### config.mk
export PLATFORM = sky130hd
export DESIGN_NAME = ball_motion_flat
export DESIGN_NICKNAME = d
export VERILOG_FILES = /design/src/rtl/ball_motion_if.sv /design/src/rtl/ball_motion.sv /design/src/flat_wrapper.sv
export SDC_FILE = /design/constraint.sdc
export NUM_CORES = 1
export LEC_CHECK = 0
export BUFFER_PORTS_ARGS = -buffer_cell sky130_fd_sc_hd__buf_4
export CAP_MARGIN = 20
export CORE_MARGIN = 3
export CORE_UTILIZATION = 52
export CTS_BUF_LIST = sky130_fd_sc_hd__clkbuf_4 sky130_fd_sc_hd__clkbuf_8 sky130_fd_sc_hd__clkbuf_16
export DETAILED_ROUTE_END_ITERATION = 7
export GPL_ROUTABILITY_DRIVEN = 0
export PLACE_DENSITY = 0.89
export SETUP_SLACK_MARGIN = 0.2
export SLEW_MARGIN = 20
export SYNTH_ARGS = -nofsm -noshare
export SYNTH_HDL_FRONTEND = slang
export SYNTH_SLANG_ARGS = --single-unit
### constraint.sdc
create_clock -name clock -period 2.4 [get_ports clock]
set_clock_uncertainty 0.05 [all_clocks]
set_input_delay 0.48 -clock clock [delete_from_list [all_inputs] [get_ports clock]]
set_output_delay 0.48 -clock clock [all_outputs]
set_load 0.05 [all_outputs]
### src/rtl/ball_motion_if.sv
// Control/status bundle between the game controller, ball_motion and the
// collision/render logic. The controller side is the master.
interface ball_motion_if #(
    parameter int CWIDTH = 10,
    parameter int TWIDTH = 24
);
    logic              active;
    logic              load;
    logic [CWIDTH-1:0] x_start;
    logic [CWIDTH-1:0] y_start;
    logic              x_dir_start;
    logic              y_dir_start;
    logic [TWIDTH-1:0] x_threshold;
    logic [TWIDTH-1:0] y_threshold;
    logic [CWIDTH-1:0] x;
    logic [CWIDTH-1:0] y;
    logic              x_dir;
    logic              y_dir;
    logic              x_bounce;
    logic              y_bounce;
    logic              moving;

    modport master (
        output active, load, x_start, y_start, x_dir_start, y_dir_start,
               x_threshold, y_threshold,
        input  x, y, x_dir, y_dir, x_bounce, y_bounce, moving
    );

    modport slave (
        input  active, load, x_start, y_start, x_dir_start, y_dir_start,
               x_threshold, y_threshold,
        output x, y, x_dir, y_dir, x_bounce, y_bounce, moving
    );
endinterface

### src/rtl/ball_motion.sv
// Two-axis pong ball mover: each axis steps at its own programmable period
// and reflects off the playfield edges with a one-cycle bounce pulse.
module ball_motion #(
    parameter int CWIDTH = 10,
    parameter int TWIDTH = 24,
    parameter int XMAX   = 639,
    parameter int YMAX   = 479
) (
    input  logic          clock,
    input  logic          reset_n,
    ball_motion_if.slave  bus
);

    typedef enum logic {IDLE, RUN} state_e;

    localparam logic [CWIDTH-1:0] XMAX_C = CWIDTH'(XMAX);
    localparam logic [CWIDTH-1:0] YMAX_C = CWIDTH'(YMAX);
    localparam logic [CWIDTH-1:0] XRST_C = CWIDTH'(XMAX / 2);
    localparam logic [CWIDTH-1:0] YRST_C = CWIDTH'(YMAX / 2);

    state_e            state_q, state_d;
    logic [CWIDTH-1:0] x_q, x_d, y_q, y_d;
    logic              x_dir_q, x_dir_d, y_dir_q, y_dir_d;
    logic [TWIDTH-1:0] x_timer_q, x_timer_d, y_timer_q, y_timer_d;
    logic              x_bounce_q, x_bounce_d, y_bounce_q, y_bounce_d;
    logic              moving_q, moving_d;

    // One step along an axis; hitting an edge reflects to the neighbouring cell.
    function automatic void step_axis(
        input  logic [CWIDTH-1:0] coord,
        input  logic              dir,
        input  logic [CWIDTH-1:0] lim,
        output logic [CWIDTH-1:0] coord_n,
        output logic              dir_n,
        output logic              bounce
    );
        coord_n = coord;
        dir_n   = dir;
        bounce  = 1'b0;
        if (dir) begin
            if (coord < lim) begin
                coord_n = coord + CWIDTH'(1);
            end else begin
                dir_n   = 1'b0;
                coord_n = lim - CWIDTH'(1);
                bounce  = 1'b1;
            end
        end else begin
            if (coord != '0) begin
                coord_n = coord - CWIDTH'(1);
            end else begin
                dir_n   = 1'b1;
                coord_n = CWIDTH'(1);
                bounce  = 1'b1;
            end
        end
    endfunction

    always_comb begin
        state_d    = state_q;
        x_d        = x_q;
        y_d        = y_q;
        x_dir_d    = x_dir_q;
        y_dir_d    = y_dir_q;
        x_timer_d  = x_timer_q;
        y_timer_d  = y_timer_q;
        x_bounce_d = 1'b0;
        y_bounce_d = 1'b0;

        case (state_q)
            IDLE:    if (bus.active && !bus.load) state_d = RUN;
            RUN:     if (!bus.active) state_d = IDLE;
            default: state_d = IDLE;
        endcase

        // The cycle that enters RUN does not count; only RUN with active high does.
        if (bus.load) begin
            x_d       = (bus.x_start > XMAX_C) ? XMAX_C : bus.x_start;
            y_d       = (bus.y_start > YMAX_C) ? YMAX_C : bus.y_start;
            x_dir_d   = bus.x_dir_start;
            y_dir_d   = bus.y_dir_start;
            x_timer_d = '0;
            y_timer_d = '0;
        end else if (state_q == RUN && bus.active) begin
            if (x_timer_q >= bus.x_threshold) begin
                x_timer_d = '0;
                step_axis(x_q, x_dir_q, XMAX_C, x_d, x_dir_d, x_bounce_d);
            end else begin
                x_timer_d = x_timer_q + TWIDTH'(1);
            end
            if (y_timer_q >= bus.y_threshold) begin
                y_timer_d = '0;
                step_axis(y_q, y_dir_q, YMAX_C, y_d, y_dir_d, y_bounce_d);
            end else begin
                y_timer_d = y_timer_q + TWIDTH'(1);
            end
        end

        moving_d = (state_d == RUN);
    end

    always_ff @(posedge clock) begin
        if (!reset_n) begin
            state_q    <= IDLE;
            x_q        <= XRST_C;
            y_q        <= YRST_C;
            x_dir_q    <= 1'b1;
            y_dir_q    <= 1'b1;
            x_timer_q  <= '0;
            y_timer_q  <= '0;
            x_bounce_q <= 1'b0;
            y_bounce_q <= 1'b0;
            moving_q   <= 1'b0;
        end else begin
            state_q    <= state_d;
            x_q        <= x_d;
            y_q        <= y_d;
            x_dir_q    <= x_dir_d;
            y_dir_q    <= y_dir_d;
            x_timer_q  <= x_timer_d;
            y_timer_q  <= y_timer_d;
            x_bounce_q <= x_bounce_d;
            y_bounce_q <= y_bounce_d;
            moving_q   <= moving_d;
        end
    end

    assign bus.x        = x_q;
    assign bus.y        = y_q;
    assign bus.x_dir    = x_dir_q;
    assign bus.y_dir    = y_dir_q;
    assign bus.x_bounce = x_bounce_q;
    assign bus.y_bounce = y_bounce_q;
    assign bus.moving   = moving_q;

endmodule

### src/flat_wrapper.sv
// flat-port wrapper written by rule: the top's interface ports become plain ports
module ball_motion_flat 
#(
    parameter int CWIDTH = 10,
    parameter int TWIDTH = 24,
    parameter int XMAX   = 639,
    parameter int YMAX   = 479
)
  (clock, reset_n, bus_active, bus_load, bus_x_start, bus_y_start, bus_x_dir_start, bus_y_dir_start, bus_x_threshold, bus_y_threshold, bus_x, bus_y, bus_x_dir, bus_y_dir, bus_x_bounce, bus_y_bounce, bus_moving);
  ball_motion_if #(.CWIDTH(CWIDTH), .TWIDTH(TWIDTH)) bus_i ();
  input  logic clock;
  input  logic reset_n;
  input wire logic [$bits(bus_i.active)-1:0] bus_active;
  input wire logic [$bits(bus_i.load)-1:0] bus_load;
  input wire logic [$bits(bus_i.x_start)-1:0] bus_x_start;
  input wire logic [$bits(bus_i.y_start)-1:0] bus_y_start;
  input wire logic [$bits(bus_i.x_dir_start)-1:0] bus_x_dir_start;
  input wire logic [$bits(bus_i.y_dir_start)-1:0] bus_y_dir_start;
  input wire logic [$bits(bus_i.x_threshold)-1:0] bus_x_threshold;
  input wire logic [$bits(bus_i.y_threshold)-1:0] bus_y_threshold;
  output wire logic [$bits(bus_i.x)-1:0] bus_x;
  output wire logic [$bits(bus_i.y)-1:0] bus_y;
  output wire logic [$bits(bus_i.x_dir)-1:0] bus_x_dir;
  output wire logic [$bits(bus_i.y_dir)-1:0] bus_y_dir;
  output wire logic [$bits(bus_i.x_bounce)-1:0] bus_x_bounce;
  output wire logic [$bits(bus_i.y_bounce)-1:0] bus_y_bounce;
  output wire logic [$bits(bus_i.moving)-1:0] bus_moving;
  assign bus_i.active = bus_active;
  assign bus_i.load = bus_load;
  assign bus_i.x_start = bus_x_start;
  assign bus_i.y_start = bus_y_start;
  assign bus_i.x_dir_start = bus_x_dir_start;
  assign bus_i.y_dir_start = bus_y_dir_start;
  assign bus_i.x_threshold = bus_x_threshold;
  assign bus_i.y_threshold = bus_y_threshold;
  assign bus_x = bus_i.x;
  assign bus_y = bus_i.y;
  assign bus_x_dir = bus_i.x_dir;
  assign bus_y_dir = bus_i.y_dir;
  assign bus_x_bounce = bus_i.x_bounce;
  assign bus_y_bounce = bus_i.y_bounce;
  assign bus_moving = bus_i.moving;
  ball_motion #(.CWIDTH(CWIDTH), .TWIDTH(TWIDTH), .XMAX(XMAX), .YMAX(YMAX)) u_core (.clock(clock), .reset_n(reset_n), .bus(bus_i));
endmodule
Word level (Yosys, flattened, before mapping)
Index checks and enable logic that the tools add are counted.

Add/sub/neg operators: 6. $lt $le $gt $ge: 6. Muxes and demuxes: 35. Bitwise gates (word level): 5. Reduce and logical (&&, ||, !) cells: 13.

Operators by type and width (number): $mux 10 (14); $add 24x1->24 const B (2); $ge 24x24->1 (2); $mux 24 (2); $add 10x1->10 const B (2); $reduce_bool 10->1 (2); $sub 10x1->10 const B (2); $mux 1 (18); $gt 10x10->1 const B (1); $gt 10x9->1 const B (1); $lt 10x10->1 const B (1); $lt 10x9->1 const B (1); $reduce_or 4->1 (2); $reduce_bool 2->1 (3); $not 1->1 (5); $reduce_and 2->1 (2); $logic_and 1x1->1 (2); $pmux 1 s2 (1); $reduce_or 2->1 (1); $logic_not 1->1 (1).

Register bits: 73. Input bits: 74. Output and inout bits: 25. Logic and storage cells: 74.

Logic depth before layout (Yosys ltp)
Gate-level depths: netlist of run 1.

Word-level depth: 6. Depth in mapped cells: 11. Depth with buffers taken out: 9.

Worst setup path after synthesis of run 1
OpenSTA, ideal clock, no wires.

Kind: reg-to-reg. Start point: register u_core.x_q[0] (netlist: u_core.bus.x[0]). End point: register u_core.x_q[3] (netlist: u_core.bus.x[3]). Setup time: 0.060 ns. Arrival time: 2.498 ns. Data required time: 2.290 ns. Setup slack: -0.208 ns. Cell stages (with the launch flop): 12. Path buffers: 2. Clock period less this slack: 2.608 ns. Cell sequence: dfxtp_1 -> clkbuf_1 -> inv_1 -> ha_1 -> or4b_1 -> buf_2 -> nor4_4 -> or2_2 -> nor3_1 -> o21ai_2 -> o221ai_2 -> o311a_1.

Longest elaborated chain between the ends: 6. Elaborated cells between the ends (all ways): 10. Classes of those cells: add/sub (2); order compare (1); mux (6); reduce/logical (1).

RTL lines: from (decl) (line ball_motion.sv:22) `logic [CWIDTH-1:0] x_q, x_d, y_q, y_d;`; from (signal assigned) (line ball_motion.sv:105) `x_q <= XRST_C;`; from (signal assigned) (line ball_motion.sv:116) `x_q <= x_d;`; $sub 10x1->10 (tied with other cells) (line ball_motion.sv:50) `coord_n = coord - CWIDTH'(1);`; $mux 10, on equally long branches (line ball_motion.sv:49, ball_motion.sv:41); $mux 10 * (line ball_motion.sv:40) `if (dir) begin`; $mux 10 * (line ball_motion.sv:85) `if (x_timer_q >= bus.x_threshold) begin`; $mux 10 * (line ball_motion.sv:84) `end else if (state_q == RUN && bus.active) begin`; $mux 10 * (line ball_motion.sv:77) `if (bus.load) begin`.

Every way passes the cells marked *; elsewhere a longest branch is shown, timed or not. The select of a mux whose other input is x is not followed. A chain may end at the register's enable or synchronous reset.

Worst setup path after layout of run 1
Start point: register u_core.x_timer_q[16]. End point: register u_core.x_q[9] (netlist: u_core.bus.x[9]).

Longest elaborated chain between the ends: 3.

RTL lines: from (decl) (line ball_motion.sv:24) `logic [TWIDTH-1:0] x_timer_q, x_timer_d, y_timer_q, y_timer_d;`; from (signal assigned) (line ball_motion.sv:120) `x_timer_q <= x_timer_d;`; $ge 24x24->1 (line ball_motion.sv:85); $reduce_bool 2->1 (no line); $reduce_and 2->1 (no line).

No other way between the ends.

==> results.json, run 1 <==
{
  "p_leak_nw": 3.30,
  "antenna_found_initial": 0,
  "ir_drop_uv": 332,
  "hold_viol_final": 0,
  "avgSynthCellArea_um2": 7.56,
  "crit_arrival_ns": 2.58,
  "first_pass_iters": 6,
  "io_buffers": 98,
  "r2r_end": "u_core.bus.x[9]$_SDFFE_PN0P_",
  "place_area_mm2": 0.00677,
  "grt_pass1_wl_mm": 25.8,
  "die_h_um": 109,
  "end_kind": "register",
  "synthesis.area_mm2": 0.00554,
  "dp.cells": 983,
  "via_per_inst": 6.08,
  "syn2layout_area_growth_pct": 45.3,
  "num-nets-final": 1013,
  "multiInputGateArea_mm2": 0.00450,
  "critPathMaxFanout": 8,
  "root_buffer": "clkbuf_8",
  "setup_viol": 0,
  "synthFlopType": "dfxtp_1",
  "cts_sinks": 73,
  "postRouteAntennaNets": 0,
  "std_cell_rows": 37,
  "ys_seq_area_share_pct": 26.4,
  "cp_cell_sequence": "ha_4, nand4_1, nor4_4, buf_4, o311ai_4, a21oi_4, buf_6, and3_4, o31ai_2",
  "numCtsBuffers": 9,
  "routed_wl_mm": 18.9,
  "crit_slowest_cell": "nor4_4",
  "period_share_pct": 99.3,
  "synthArstFlopShare_pct": 0,
  "tritoncts": "built",
  "ys_types": 76,
  "clk_latency_ns": 0.36,
  "die_area_mm2": 0.0119,
  "synth.area.top_cells": "dfxtp_1, ha_1, nor2_1, nand2_1, inv_1",
  "drc": 0,
  "worstSetupPathType": "reg2reg",
  "max_freq_mhz": 419,
  "reg2reg_depth": 9,
  "clock_path_buffers": 2,
  "hold_end": "u_core.bus.y[0]$_SDFFE_PN1P_",
  "slowest_delay_ns": 0.40,
  "ys_seq_elements": 73,
  "min_from": "bus_y_start[0]",
  "yosys.area.top_type_share_pct": 26.4,
  "p_total_mw": 3.03,
  "dp_hpwl_mm": 11.5,
  "r2r_slack_ns": 0.02,
  "antennaDiodeCount": 0,
  "yosys_warnings": 0,
  "syn_nets": 861,
  "critPathLaunchType": "register",
  "timing.slew.headroom_pct": 57.1,
  "tightest_slew_ns": 0.643,
  "powerDensity_mw_per_mm2": 376,
  "r2r_start": "u_core.x_timer_q[16]$_SDFFE_PP0P_",
  "wl_per_cell_um": 18.4,
  "grt_max_degree": 27,
  "num-fill-cells": 627,
  "seqCellArea_mm2": 0.00151,
  "grt_pass1_vias": 5715,
  "status": "complete, no violations",
  "drv_cap": 0,
  "cp.depth": 9,
  "holdPathStages": 3,
  "rsz0062_at_grt": "yes",
  "die_w_um": 109,
  "cp_num_buf_inv": 2,
  "cpLargestDelayFamily": "simple AND/OR/NAND/NOR gates",
  "vias": 6233,
  "layoutNonFillerInstCount": 1026,
  "coreArea_mm2": 0.0103,
  "fin_crit_ns": 2.38,
  "clk_pin_slew_worst_paths_ns": 0.09,
  "design_area_mm2": 0.00805,
  "syn_inst": 733,
  "htree_levels": 3,
  "layout_commonest_cell": "buf_4",
  "min_path_type": "in2reg",
  "initial_core_util_pct": 53.7,
  "drive_above_1_share_pct": 38.9,
  "ios": 99,
  "yosys.area.top_type": "dfxtp_1",
  "grt.overflow.total": 0,
  "drt_iter0_drc": 612,
  "final_cell_mix": "buf_4, nor2_1, nand2_1",
  "synth_edf_count": 0,
  "critical_path_required_ns": 2.59,
  "track_usage_pct": 26.7,
  "report.final.slew_viol_count": 0
}
tightest hold or removal path: cells and delay by family:
family / cells / cell delay [ns]
AOI/OAI and AO/OA: 2 / 0.14
buffers and inverters: 1 / 0.07
state kept, by name, summed over array words and instances, names as in the netlist:
register / flops
u_core.bus.y: 10
u_core.bus.y_bounce: 1
u_core.x_timer_q: 24
u_core.bus.x: 10
u_core.bus.x_bounce: 1
u_core.bus.x_dir: 1
u_core.state_q: 1
u_core.bus.y_dir: 1
u_core.y_timer_q: 24
timing repair:
item	4_1_cts	5_1_grt
gates resized for setup	46	144
gates cloned	0	6
setup buffers	14	7
hold buffers	0	0
pin swaps	21	74
setup endpoints to repair	68	70
synthesized netlist by cell type (all sizes together), types with 4 or more instances:
cell,n
ha,54
nor4,10
o31ai,4
nand2b,5
a31oi,9
o211ai,13
nor2b,5
a22oi,4
nor3,21
nand4,23
dfxtp,73
and3,10
buf,12
a211oi,8
o21ai,36
nor2,112
inv,64
xnor2,20
nand3,23
a21oi,45
nand2,66
clkbuf,20
and4,4
o21a,6
nand4b,4
or2,5
xor2,23
stage by stage:
| stage | setup TNS, ns | hold slack (ns) | setup slack [ns] | util (%) |
|---|---|---|---|---|
| CTS | 0 | 0.317 | 0.0654 | 70.3 |
| global placement | -4.11 | 0.456 | -0.155 | 65.6 |
| floorplan | 0 | 0.424 | 0.179 | - |
| finish | 0 | 0.335 | 0.0161 | 78.0 |
| detailed placement | -11.64 | 0.466 | -0.318 | 65.6 |
| global route | -0.194 | 0.347 | -0.0444 | 78.0 |
power by group:
| group | total [mW] | internal (mW) | switching (mW) |
|---|---|---|---|
| sequential | 1.30 | 1.24 | 0.0659 |
| combinational | 0.783 | 0.333 | 0.450 |
| clock | 0.942 | 0.407 | 0.535 |
| total | 3.03 | 1.98 | 1.05 |
routing by layer:
layer / up-vias / part of all wire [%] / track usage, %
li1: 2907 / - / -
met1: 2889 / 38 / 32.5
met2: 348 / 49 / 47.3
met3: 89 / 7.7 / 3.08
met4: 0 / 4.8 / 11.4
met5: - / 0 / 0
logic make-up (layout without fill, tap and decap cells):
family                   count (synthesis)  in the layout  share of synthesized area, %
flip-flops                              73             73                          26.4
AO/OA/AOI/OAI                          161            161                          19.5
AND/OR/NAND/NOR                        303            303                          27.6
buffers and inverters                   96            253                          6.98
adder cells (fa/ha/maj)                 54             54                          12.2
XOR/XNOR                                43             43                          6.80
multiplexers                             3              3                         0.542
area by class of cell:
cell class              instances  share of cell area (%)
clock buffers                  10                    1.71
clock inverters                 6                   0.513
inverters                      64                    3.05
multi-input cells             564                    55.9
flip-flops and latches         73                    18.7
well taps                     136                    2.11
repair buffers                173                    18.0
worst max path at each step:
stage	to	slack, ns	startpoint
after global routing	u_core.bus.x[7]$_SDFFE_PN0P_	-0.04	u_core.x_timer_q[23]$_SDFFE_PP0P_
after CTS	u_core.bus.y[1]$_SDFFE_PN1P_	0.07	u_core.y_timer_q[0]$_SDFFE_PP0P_
final	u_core.bus.x[9]$_SDFFE_PN0P_	0.02	u_core.x_timer_q[16]$_SDFFE_PP0P_
after detailed placement	u_core.bus.y[8]$_SDFFE_PN0P_	-0.32	bus_y_threshold[2]
after floorplan	u_core.bus.x[3]$_SDFFE_PN1P_	0.18	u_core.bus.x[0]$_SDFFE_PN1P_
after global placement	u_core.bus.x[2]$_SDFFE_PN1P_	-0.16	bus_x_threshold[22]
(Power assumes the default switching activity.)
==> inputs of run 2 (changes only) <==
--- a/config.mk
+++ b/config.mk
@@ -5,10 +5,11 @@
 export SDC_FILE = /design/constraint.sdc
 export NUM_CORES = 1
 export LEC_CHECK = 0
+export ABC_AREA = 1
 export BUFFER_PORTS_ARGS = -buffer_cell sky130_fd_sc_hd__buf_4
 export CAP_MARGIN = 20
 export CORE_MARGIN = 3
-export CORE_UTILIZATION = 52
+export CORE_UTILIZATION = 53
 export CTS_BUF_LIST = sky130_fd_sc_hd__clkbuf_4 sky130_fd_sc_hd__clkbuf_8 sky130_fd_sc_hd__clkbuf_16
 export DETAILED_ROUTE_END_ITERATION = 7
 export GPL_ROUTABILITY_DRIVEN = 0
==> run 2 against run 1 <==
Against the previous run:
- setup slack better by 0.37 ns
- final cell count is 16% higher
- sequential share of layout area is 1.1 points higher
- critical path type unchanged
- largest cell class unchanged
==> results.json, run 2 <==
{
  "synth_edf_count": 0,
  "holdPathStages": 3,
  "p_sw_mw": 1.07,
  "crit_path_start": "u_core.y_timer_q[15]$_SDFFE_PP0P_",
  "crit_slowest_cell": "dfxtp_2",
  "reg2reg_depth": 11,
  "cts_sinks": 73,
  "antennaDiodeCount": 0,
  "period_share_pct": 84.0,
  "report.final.slew_viol_count": 0,
  "dp_hpwl_mm": 12.3,
  "syn2layout_area_growth_pct": 19.3,
  "holdWs_ns": 0.336,
  "synth.area.top_cells": "dfxtp_1, nand2_1, ha_1, inv_1, nor2_1",
  "initial_core_util_pct": 55.6,
  "ios": 99,
  "num-nets-final": 1175,
  "drive_above_1_share_pct": 18.4,
  "setup_tns_ns": 0,
  "timing.slew.headroom_pct": 64.8,
  "layout_commonest_cell": "nand2_1",
  "final_cell_mix": "nand2_1, inv_1, nor2_1",
  "root_buffer": "clkbuf_16",
  "hold_viol_final": 0,
  "clk_latency_ns": 0.33,
  "seqPwrFrac_pct": 36.5,
  "seqCellArea_mm2": 0.00146,
  "drt_iter0_drc": 356,
  "avgSynthCellArea_um2": 6.52,
  "synthArstFlopShare_pct": 0,
  "grt_pass1_vias": 6021,
  "cp_cell_sequence": "ha_1, nand2_1, nor2_1, nand4_1, nor2_1, nand2_1, nand3_2, nand2_4, nand2_2, buf_4, nor2_1",
  "min_path_type": "in2reg",
  "synth.most_common_cell": "nand2_1",
  "ys_seq_elements": 73,
  "ys_types": 46,
  "reg.largest.list": "u_core.x_timer_q (24), u_core.y_timer_q (24)",
  "ys_seq_area_share_pct": 23.6,
  "synthTopCellsByCount": "nand2_1, inv_1, nor2_1",
  "yosys.area.top_type_share_pct": 23.6,
  "rsz0062_at_grt": "yes",
  "htree_levels": 3,
  "max_freq_mhz": 496,
  "grt_pass1_wl_mm": 26.8,
  "clk_pin_slew_worst_paths_ns": 0.06,
  "die_area_mm2": 0.0130,
  "std_cell_rows": 38,
  "r2r_slack_ns": 0.38,
  "numCtsBuffers": 9,
  "multiInputGateArea_mm2": 0.00402,
  "wl_per_cell_um": 13.4,
  "first_pass_iters": 5,
  "antenna_found_initial": 0,
  "vias": 6373,
  "grt.overflow.total": 0,
  "die_h_um": 114,
  "coreArea_mm2": 0.0111,
  "io_buffers": 98,
  "synthesis.area_mm2": 0.00619,
  "ir_drop_uv": 432,
  "status": "complete, no violations",
  "via_per_inst": 5.35,
  "cpMostUsedCell": "nor2_1",
  "layoutNonFillerInstCount": 1192,
  "critical_path_required_ns": 2.57,
  "syn_nets": 1078,
  "crit_arrival_ns": 2.19,
  "yosys.area.top_type": "dfxtp_1",
  "yosys_warnings": 0,
  "end_kind": "register",
  "post-route-util_pct": 66.4,
  "powerDensity_mw_per_mm2": 489,
  "r2r_start": "u_core.y_timer_q[15]$_SDFFE_PP0P_",
  "hold_end": "u_core.bus.y_dir$_SDFFE_PN1P_",
  "worstSetupPathType": "reg2reg",
  "grt_max_degree": 27,
  "clock_path_buffers": 2,
  "setup_viol": 0,
  "p_clk_share_pct": 43.7,
  "track_usage_pct": 24.6,
  "p_leak_nw": 3.77,
  "die_w_um": 114,
  "sw_frac_of_total_pct": 29.6,
  "tightest_slew_ns": 0.528,
  "routed_wl_mm": 16.0,
  "synthFlopType": "dfxtp_1",
  "critPathMaxFanout": 8,
  "tritoncts": "built",
  "r2r_end": "u_core.y_timer_q[7]$_SDFFE_PP0P_",
  "drv_cap": 0,
  "postRouteAntennaNets": 0,
  "dp.cells": 1176,
  "intPower_mw": 2.54,
  "min_from": "bus_y_dir_start",
  "slowest_delay_ns": 0.36,
  "drc": 0,
  "syn_inst": 950,
  "combPwrFrac_pct": 19.8,
  "holdBufCountCts": 0,
  "fin_crit_ns": 2.02,
  "num-fill-cells": 965,
  "critPathLaunchType": "register"
}
## run 2: critical path, delay by kind of cell, from the launching register on
kind / cells / cell delay [ns]
flip-flops: 1 / 0.36
adder cells (fa/ha/maj): 1 / 0.30
AND/OR/NAND/NOR: 9 / 0.97
buffers and inverters: 1 / 0.20
## run 2: what timing repair did
action	in CTS	in global routing
gates resized for setup	0	5
setup endpoints to repair	0	19
setup buffers	0	0
## run 2: layer usage
| layer | up-vias | track usage (%) | wire length [um] |
|---|---|---|---|
| li1 | 3236 | - | - |
| met1 | 2840 | 32.4 | 6960 |
| met2 | 267 | 41.1 | 7450 |
| met3 | 30 | 3.54 | 1290 |
| met4 | 0 | 8.63 | 297 |
| met5 | - | 0 | 0 |
## run 2: through the flow
step | power, mW | setup WS (ns) | area (um^2)
2_1_floorplan | 1.82 | 0.399 | 6190
3_3_place_gp | 2.03 | 0.128 | 7020
3_5_place_dp | 2.05 | 0.117 | 7020
4_1_cts | 3.62 | 0.279 | 7370
5_1_grt | 3.75 | 0.199 | 7390
6_report | 3.61 | 0.383 | 7390
## run 2: how the worst max path moves through the flow
| stage | end | slack [ns] | cells past startpoint |
|---|---|---|---|
| after floorplan | u_core.bus.x[8]$_SDFFE_PN1P_ | 0.40 | 12 |
| after global placement | u_core.y_timer_q[18]$_SDFFE_PP0P_ | 0.13 | 11 |
| after detailed placement | u_core.y_timer_q[18]$_SDFFE_PP0P_ | 0.12 | 11 |
| after CTS | u_core.y_timer_q[18]$_SDFFE_PP0P_ | 0.28 | 10 |
| after global routing | u_core.y_timer_q[0]$_SDFFE_PP0P_ | 0.20 | 13 |
| final | u_core.y_timer_q[7]$_SDFFE_PP0P_ | 0.38 | 11 |
## run 2: power groups by stage
stage / Sequential (mW) / Clock (mW) / Combinational (mW)
2_1_floorplan: 1.41 / 0 / 0.412
5_1_grt: 1.32 / 1.63 / 0.792
3_5_place_dp: 1.34 / 0 / 0.708
4_1_cts: 1.31 / 1.59 / 0.711
6_report: 1.32 / 1.58 / 0.716
3_3_place_gp: 1.34 / 0 / 0.692
## run 2: final cells by class
class	instances	share of cell area, %
clock buffer	9	3.05
clock inverter	7	1.68
inverter	154	7.89
multi-input combinational	703	54.4
sequential	73	19.8
tap	140	2.37
timing repair buffer	106	10.8
## run 2: logic make-up (layout without fill, tap and decap cells)
kind of cell,count (synthesis),count (layout),synth area share [%]
simple gates,522,522,40.6
compound gates,91,91,8.06
buf+inv,174,276,11.7
xor+xnor,36,36,5.09
flops,73,73,23.6
fa+ha+maj,54,54,10.9
